<file path="config.mk">
export PLATFORM = sky130hd
export DESIGN_NAME = pipe_hazard_ctrl
export DESIGN_NICKNAME = d
export VERILOG_FILES = /design/src/rtl/pipe_pkg.sv /design/src/rtl/md_busy_timer.sv /design/src/rtl/pipe_hazard_ctrl.sv
export SDC_FILE = /design/constraint.sdc
export NUM_CORES = 1
export LEC_CHECK = 0
export ABC_AREA = 1
export CAP_MARGIN = 30
export CORE_MARGIN = 8
export CORE_UTILIZATION = 40
export DETAILED_ROUTE_END_ITERATION = 10
export PLACE_DENSITY_LB_ADDON = 0.08
export SYNTH_ARGS = -nofsm -noshare
export SYNTH_HDL_FRONTEND = slang
export SYNTH_SLANG_ARGS = --single-unit
</file>
<file path="constraint.sdc">
create_clock -name vclk -period 4.15
set_input_delay 0.83 -clock vclk [all_inputs]
set_output_delay 0.83 -clock vclk [all_outputs]
set_load 0.01 [all_outputs]
</file>
<file path="src/rtl/pipe_pkg.sv">
// rtl/pipe_pkg.sv - shared types and constants for the pipeline hazard controller
// Contents:
//   ctrl_state_e        : MDU timer state {RUN, BUSY}
//   TUSE_NONE           : Tuse encoding for an operand that is not read
//   MULT_CYCLES_DEFAULT : default busy length after a mult/multu start
//   DIV_CYCLES_DEFAULT  : default busy length after a div/divu start
//   MD_CNT_W            : width of the MDU busy counter
package pipe_pkg;

   typedef enum logic {
      RUN  = 1'b0,
      BUSY = 1'b1
   } ctrl_state_e;

   localparam logic [1:0] TUSE_NONE           = 2'd3;
   localparam int         MULT_CYCLES_DEFAULT = 5;
   localparam int         DIV_CYCLES_DEFAULT  = 10;
   localparam int         MD_CNT_W            = 4;

endpackage

</file>
<file path="src/rtl/md_busy_timer.sv">
// rtl/md_busy_timer.sv - multiply/divide busy timer (RUN/BUSY state machine + down-counter)
// Holds busy high for MULT_CYCLES or DIV_CYCLES cycles, starting on the edge after
// an accepted start. Only instantiated when PIPE_HAZARD_CTRL_MDU_EN is defined.
// Ports:
//   clk    in  clock, rising edge
//   reset  in  synchronous, active-high
//   start  in  E-stage instruction starts a mult/div
//   is_div in  with start: 1 = div, 0 = mult
//   cancel in  exception flush; suppresses a start in the same cycle
//   busy   out timer running (state == BUSY)
module md_busy_timer
   import pipe_pkg::*;
#(
   parameter int MULT_CYCLES = MULT_CYCLES_DEFAULT,
   parameter int DIV_CYCLES  = DIV_CYCLES_DEFAULT
) (
   input  logic clk,
   input  logic reset,
   input  logic start,
   input  logic is_div,
   input  logic cancel,
   output logic busy
);

   ctrl_state_e         state_q, state_d;
   logic [MD_CNT_W-1:0] cnt_q, cnt_d;

   // State register
   always_ff @(posedge clk) begin
      if (reset) begin
         state_q <= RUN;
         cnt_q   <= '0;
      end else begin
         state_q <= state_d;
         cnt_q   <= cnt_d;
      end
   end

   // Next-state logic
   always_comb begin
      state_d = state_q;
      cnt_d   = cnt_q;
      case (state_q)
         RUN: begin
            // A start coinciding with a flush never reaches the MDU.
            if (start && !cancel) begin
               state_d = BUSY;
               cnt_d   = is_div ? MD_CNT_W'(DIV_CYCLES) : MD_CNT_W'(MULT_CYCLES);
            end
         end
         BUSY: begin
            // Starts are ignored here; a flush does not abort the running op.
            cnt_d = cnt_q - 1'b1;
            if (cnt_q <= MD_CNT_W'(1)) begin
               state_d = RUN;
               cnt_d   = '0;
            end
         end
         default: begin
            state_d = RUN;
            cnt_d   = '0;
         end
      endcase
   end

   // Output logic
   always_comb begin
      busy = (state_q == BUSY);
   end

endmodule

</file>
<file path="src/rtl/pipe_hazard_ctrl.sv">
// rtl/pipe_hazard_ctrl.sv - five-stage pipeline stall/flush controller
// Decides each cycle whether F/D advance, E takes a bubble, or a flush wins.
// Optional macro PIPE_HAZARD_CTRL_MDU_EN adds the MDU busy timer and MD hazard;
// without it md_busy is 0 and D_md_op/E_md_start/E_md_div are ignored.
// Ports:
//   clk, reset            clock and synchronous active-high reset
//   D_rs, D_rt            D-stage source registers
//   D_tuse_rs, D_tuse_rt  cycles until each source is consumed (3 = unused)
//   E_wa, E_tnew          E-stage write address (0 = none) and result latency
//   M_wa, M_tnew          M-stage write address and result latency
//   D_md_op               D-stage instruction uses the MDU or HI/LO
//   E_md_start, E_md_div  E-stage mult/div start and its kind
//   int_req               exception/interrupt request
//   stall, FD_en, E_clr   combined stall and stage-register controls
//   flush_req             flush request to the D/E/M/W registers
//   md_busy               MDU timer running
module pipe_hazard_ctrl
   import pipe_pkg::*;
#(
   parameter int MULT_CYCLES = MULT_CYCLES_DEFAULT,
   parameter int DIV_CYCLES  = DIV_CYCLES_DEFAULT
) (
   input  logic       clk,
   input  logic       reset,
   input  logic [4:0] D_rs,
   input  logic [4:0] D_rt,
   input  logic [1:0] D_tuse_rs,
   input  logic [1:0] D_tuse_rt,
   input  logic [4:0] E_wa,
   input  logic [1:0] E_tnew,
   input  logic [4:0] M_wa,
   input  logic [1:0] M_tnew,
   input  logic       D_md_op,
   input  logic       E_md_start,
   input  logic       E_md_div,
   input  logic       int_req,
   output logic       stall,
   output logic       FD_en,
   output logic       E_clr,
   output logic       flush_req,
   output logic       md_busy
);

   logic rs_hazard;
   logic rt_hazard;
   logic md_hazard;

   // A source with Tuse == TUSE_NONE is never read, so it cannot hazard.
   function automatic logic src_hazard(input logic [4:0] src, input logic [1:0] tuse,
                                       input logic [4:0] e_wa, input logic [1:0] e_tnew,
                                       input logic [4:0] m_wa, input logic [1:0] m_tnew);
      logic hit_e;
      logic hit_m;
      hit_e = (src == e_wa) && (tuse < e_tnew);
      hit_m = (src == m_wa) && (tuse < m_tnew);
      return (src != 5'd0) && (tuse != TUSE_NONE) && (hit_e || hit_m);
   endfunction

   always_comb begin
      rs_hazard = src_hazard(D_rs, D_tuse_rs, E_wa, E_tnew, M_wa, M_tnew);
      rt_hazard = src_hazard(D_rt, D_tuse_rt, E_wa, E_tnew, M_wa, M_tnew);
   end

`ifdef PIPE_HAZARD_CTRL_MDU_EN
   md_busy_timer #(
      .MULT_CYCLES (MULT_CYCLES),
      .DIV_CYCLES  (DIV_CYCLES)
   ) u_md_busy_timer (
      .clk    (clk),
      .reset  (reset),
      .start  (E_md_start),
      .is_div (E_md_div),
      .cancel (int_req),
      .busy   (md_busy)
   );

   // The start cycle itself must also hold a HI/LO consumer in D.
   assign md_hazard = D_md_op && (md_busy || E_md_start);
`else
   logic                unused_md_inputs;
   logic [MD_CNT_W-1:0] unused_md_params;

   assign unused_md_inputs = D_md_op ^ E_md_start ^ E_md_div ^ clk ^ reset;
   assign unused_md_params = MD_CNT_W'(MULT_CYCLES) ^ MD_CNT_W'(DIV_CYCLES);
   assign md_busy          = 1'b0;
   assign md_hazard        = 1'b0;
`endif

   // Flush has priority: a stalled instruction is being discarded anyway.
   always_comb begin
      stall     = (rs_hazard || rt_hazard || md_hazard) && !int_req;
      FD_en     = !stall;
      E_clr     = stall;
      flush_req = int_req;
   end

endmodule

</file>
# After elaboration in Yosys (flattened, before gate mapping)
# Cells that the tools add are included.
[op_classes]
magnitude_cmp = 4
eq_ne = 6
reduce_logical = 16
[op_table]
columns = ["op", "count"]
rows = [
  ["5-bit == test", 4],
  ["5-bit nonzero test", 2],
  ["1-bit logical AND", 9],
  ["2-bit < comparator", 4],
  ["2-bit inequality test, second input constant", 2],
  ["1-bit logical OR", 3],
  ["1-bit logical NOT", 2],
]
[totals]
ff_bits = 0
in_bits = 34

# Logic depth before layout (Yosys ltp)
[logic_depth]
word_depth = 7
ltp_mapped = 10
depth_no_buf = 10

# Worst setup path after synthesis
# No wires, ideal clock.
[synth_path]
kind = "input to output"
start = "in E_tnew[1]"
end = "out stall"
arrival_time_ps = 1843
t_required_ps = 3320
slack_ps = 1477
path_stages = 9
n_path_buf = 1
path_cell_list = "inv_1 > ha_1 > a21boi_0 > nor2_1 > nand3_1 > nand2_1 > nand2_1 > a21oi_2 > buf_4"
[synth_via]
elab_chain_len = 6
[synth_lines]
columns = ["item", "line", "rtl"]
rows = [
  ["from (decl)", "pipe_hazard_ctrl.sv:30", "input logic [1:0] E_tnew,"],
  ["2-bit < comparator", "pipe_hazard_ctrl.sv:54", "hit_e = (src == e_wa) && (tuse < e_tnew);"],
  ["1-bit logical AND", "pipe_hazard_ctrl.sv:54", ""],
  ["1-bit logical OR", "pipe_hazard_ctrl.sv:56", "return (src != 5'd0) && (tuse != TUSE_NONE) && (hit_e || hit_m);"],
  ["1-bit logical AND", "pipe_hazard_ctrl.sv:56", ""],
  ["1-bit logical OR (*)", "pipe_hazard_ctrl.sv:91", "stall = (rs_hazard || rt_hazard || md_hazard) && !int_req;"],
  ["1-bit logical AND (*)", "pipe_hazard_ctrl.sv:91", ""],
  ["to (decl)", "pipe_hazard_ctrl.sv:37", "output logic stall,"],
]
# Mark *: on every way between the ends. The rest lies on a longest branch, timed or not.

# Worst setup path in the final report
[layout_path]
start = "in D_tuse_rt[1]"
end = "out stall"
[layout_via]
elab_chain_len = 6
[layout_lines]
columns = ["item", "line", "rtl"]
rows = [
  ["from (decl)", "pipe_hazard_ctrl.sv:28", "input logic [1:0] D_tuse_rt,"],
  ["2-bit < comparator (on tied branches)", "pipe_hazard_ctrl.sv:54, pipe_hazard_ctrl.sv:55", ""],
  ["1-bit logical AND (on tied branches)", "pipe_hazard_ctrl.sv:54, pipe_hazard_ctrl.sv:55", ""],
  ["1-bit logical OR", "pipe_hazard_ctrl.sv:56", ""],
  ["1-bit logical AND (*)", "pipe_hazard_ctrl.sv:56", ""],
  ["1-bit logical OR (*)", "pipe_hazard_ctrl.sv:91", ""],
  ["1-bit logical AND (*)", "pipe_hazard_ctrl.sv:91", ""],
]
# Marked as above.

==> impl_metrics.json <==
{
  "hpwl_um": 1550,
  "timing.critical_path.depth": 9,
  "routedWlPerCell_um": 10.69,
  "hold_path.class": "in2out",
  "grt_use_total_pct": 12.83,
  "rsz0062_at_grt": "no",
  "vias": 729,
  "fin_crit_sh_pct": 85.79,
  "grt_pass1_wl_um": 2967,
  "synthCells": 115,
  "drt_iter0_drc": 23,
  "synth_seq_area_share_pct": 0,
  "die_y_um": 53.06,
  "p_leak_nw": 0.4914,
  "worstPathArrival_ns": 2.73,
  "synthesis.area_um2": 549.3,
  "grt_start_max_net_pins": 5,
  "synth_common_cells": "nand2_1 (46), inv_1 (26), nor2_1 (10)",
  "die_w_um": 53.06,
  "setup_viol": 0,
  "synth_top_area_share_pct": 31.44,
  "finalWirelength_um": 1711,
  "cp_top_family": "buffers and inverters",
  "fmax_mhz": 280.9,
  "drc": 0,
  "synthTopCellsByArea": "nand2_1 (31%), inv_1 (18%), ha_1 (9.1%)",
  "criticalPathCategory": "in2out",
  "fin_crit_ns": 3.560,
  "ir_drop_mv": 0.04660,
  "placed_area_um2": 875.8,
  "path_buf_inv": 2,
  "path_cells": "clkdlybuf4s50_1, ha_1, a21boi_0, nor2_1, nand3_1, nand2_1, nand2_1, a21oi_2, clkdlybuf4s50_1",
  "cp_data_required_time_ns": 3.32,
  "n_antenna_cell": 0,
  "cap_violations": 0,
  "grt_pass1_vias": 733,
  "yosysWarningCount": 0,
  "power_density_mw_per_mm2": 89.93,
  "syn_nets": 153,
  "critPathMaxFanout": 3,
  "via_per_inst": 4.556,
  "gp_congestion": 0.8315,
  "fin_setup_tns_ns": 0,
  "dr.pass1.iters": 4,
  "clkbuf_count": 0,
  "drive_gt1_share_pct": 2.069,
  "seq_cell_count": 0,
  "hold_depth": 2,
  "maxSlewViolCount": 0,
  "cp_slowest_cell": "clkdlybuf4s50_1",
  "regArea_um2": 0,
  "rows": 13,
  "fin_hold_ws_ns": 2.604,
  "syn_to_final_growth_pct": 59.45,
  "slowest_delay_ns": 0.55,
  "port-buffer-count": 33,
  "synth_most_common_cell": "nand2_1",
  "post_cts_resized": 0,
  "syn_avg_cell_area_um2": 4.776,
  "core-area_mm2": 0.001285,
  "dieArea_mm2": 0.002815,
  "hold_violations": 0,
  "postCtsSetupRepairBufs": 0,
  "start_util_pct": 42.75,
  "ant_nets": 0,
  "ios": 39,
  "synth.distinct_cells": 16,
  "cp-end-kind": "output port",
  "cp-start-kind": "input port",
  "synth_area_leader_cell": "nand2_1",
  "final_area_um2": 875.8,
  "antenna_found_initial": 0,
  "cts_hold_buf": 0,
  "grt_overflow_total": 0,
  "nets": 185,
  "status": "complete, no violations"
}
==> cell families after synthesis <==
logic type               share of synthesized area, %
AND/OR/NAND/NOR                                 47.15
adder cells (fa/ha/maj)                         9.112
buffers and inverters                           21.87
XOR/XNOR                                        7.974
other                                          0.6827
AO/OA/AOI/OAI                                   13.21
==> metal layers <==
layer  track usage (%)  up-vias  share of wire, %
li1                  -      403                 -
met1             15.99      302                47
met2             23.44       22                47
met3             1.401        2               4.3
met4             1.261        0              0.99
met5                 0        -                 0
==> final timing paths <==
path / start / endpoint / slack (ns)
worst max-delay path: D_tuse_rt[1] / stall / 0.59
worst min-delay path: int_req / flush_req / 2.60
==> power by group <==
group          internal [mW]  switching [mW]  leakage, nW
Sequential                 0               0            0
Clock                      0               0            0
Combinational         0.0434          0.0353        0.491
Total                 0.0434          0.0353        0.491
==> stage by stage <==
stage	worst slack [ns]	total power [mW]	util, %	cells
6_report	0.5897	0.07876	68.16	160
5_1_grt	0.3952	0.08827	68.16	160
4_1_cts	0.5691	0.07916	68.16	160
3_5_place_dp	0.5675	0.07863	68.16	160
3_3_place_gp	0.6032	0.07721	68.16	160
2_1_floorplan	1.477	0.03636	-	115
==> cell type report <==
class | count | area (um^2)
multi-input combinational | 86 | 429.2
fill | 138 | 409.1
timing repair buffer | 33 | 330.3
inverter | 26 | 97.59
tap | 15 | 18.77
==> layout by cell type (no fill, tap or decap) <==
| cell type | netlist | layout |
|---|---|---|
| nand2_1 | 46 | 46 |
| nand3_1 | 6 | 6 |
| clkdlybuf4s50_1 | 0 | 33 |
| ha_1 | 4 | 4 |
| a21oi_1 | 1 | 1 |
| inv_1 | 26 | 26 |
| xnor2_1 | 2 | 2 |
| nand2_2 | 1 | 1 |
| a21oi_2 | 2 | 2 |
| nor2_1 | 10 | 10 |
| o21bai_1 | 2 | 2 |
| a21boi_0 | 2 | 2 |
| xor2_1 | 3 | 3 |
| o21ai_0 | 4 | 4 |
| conb_1 | 1 | 1 |
| nand4_1 | 2 | 2 |
(Power assumes the default switching activity.)
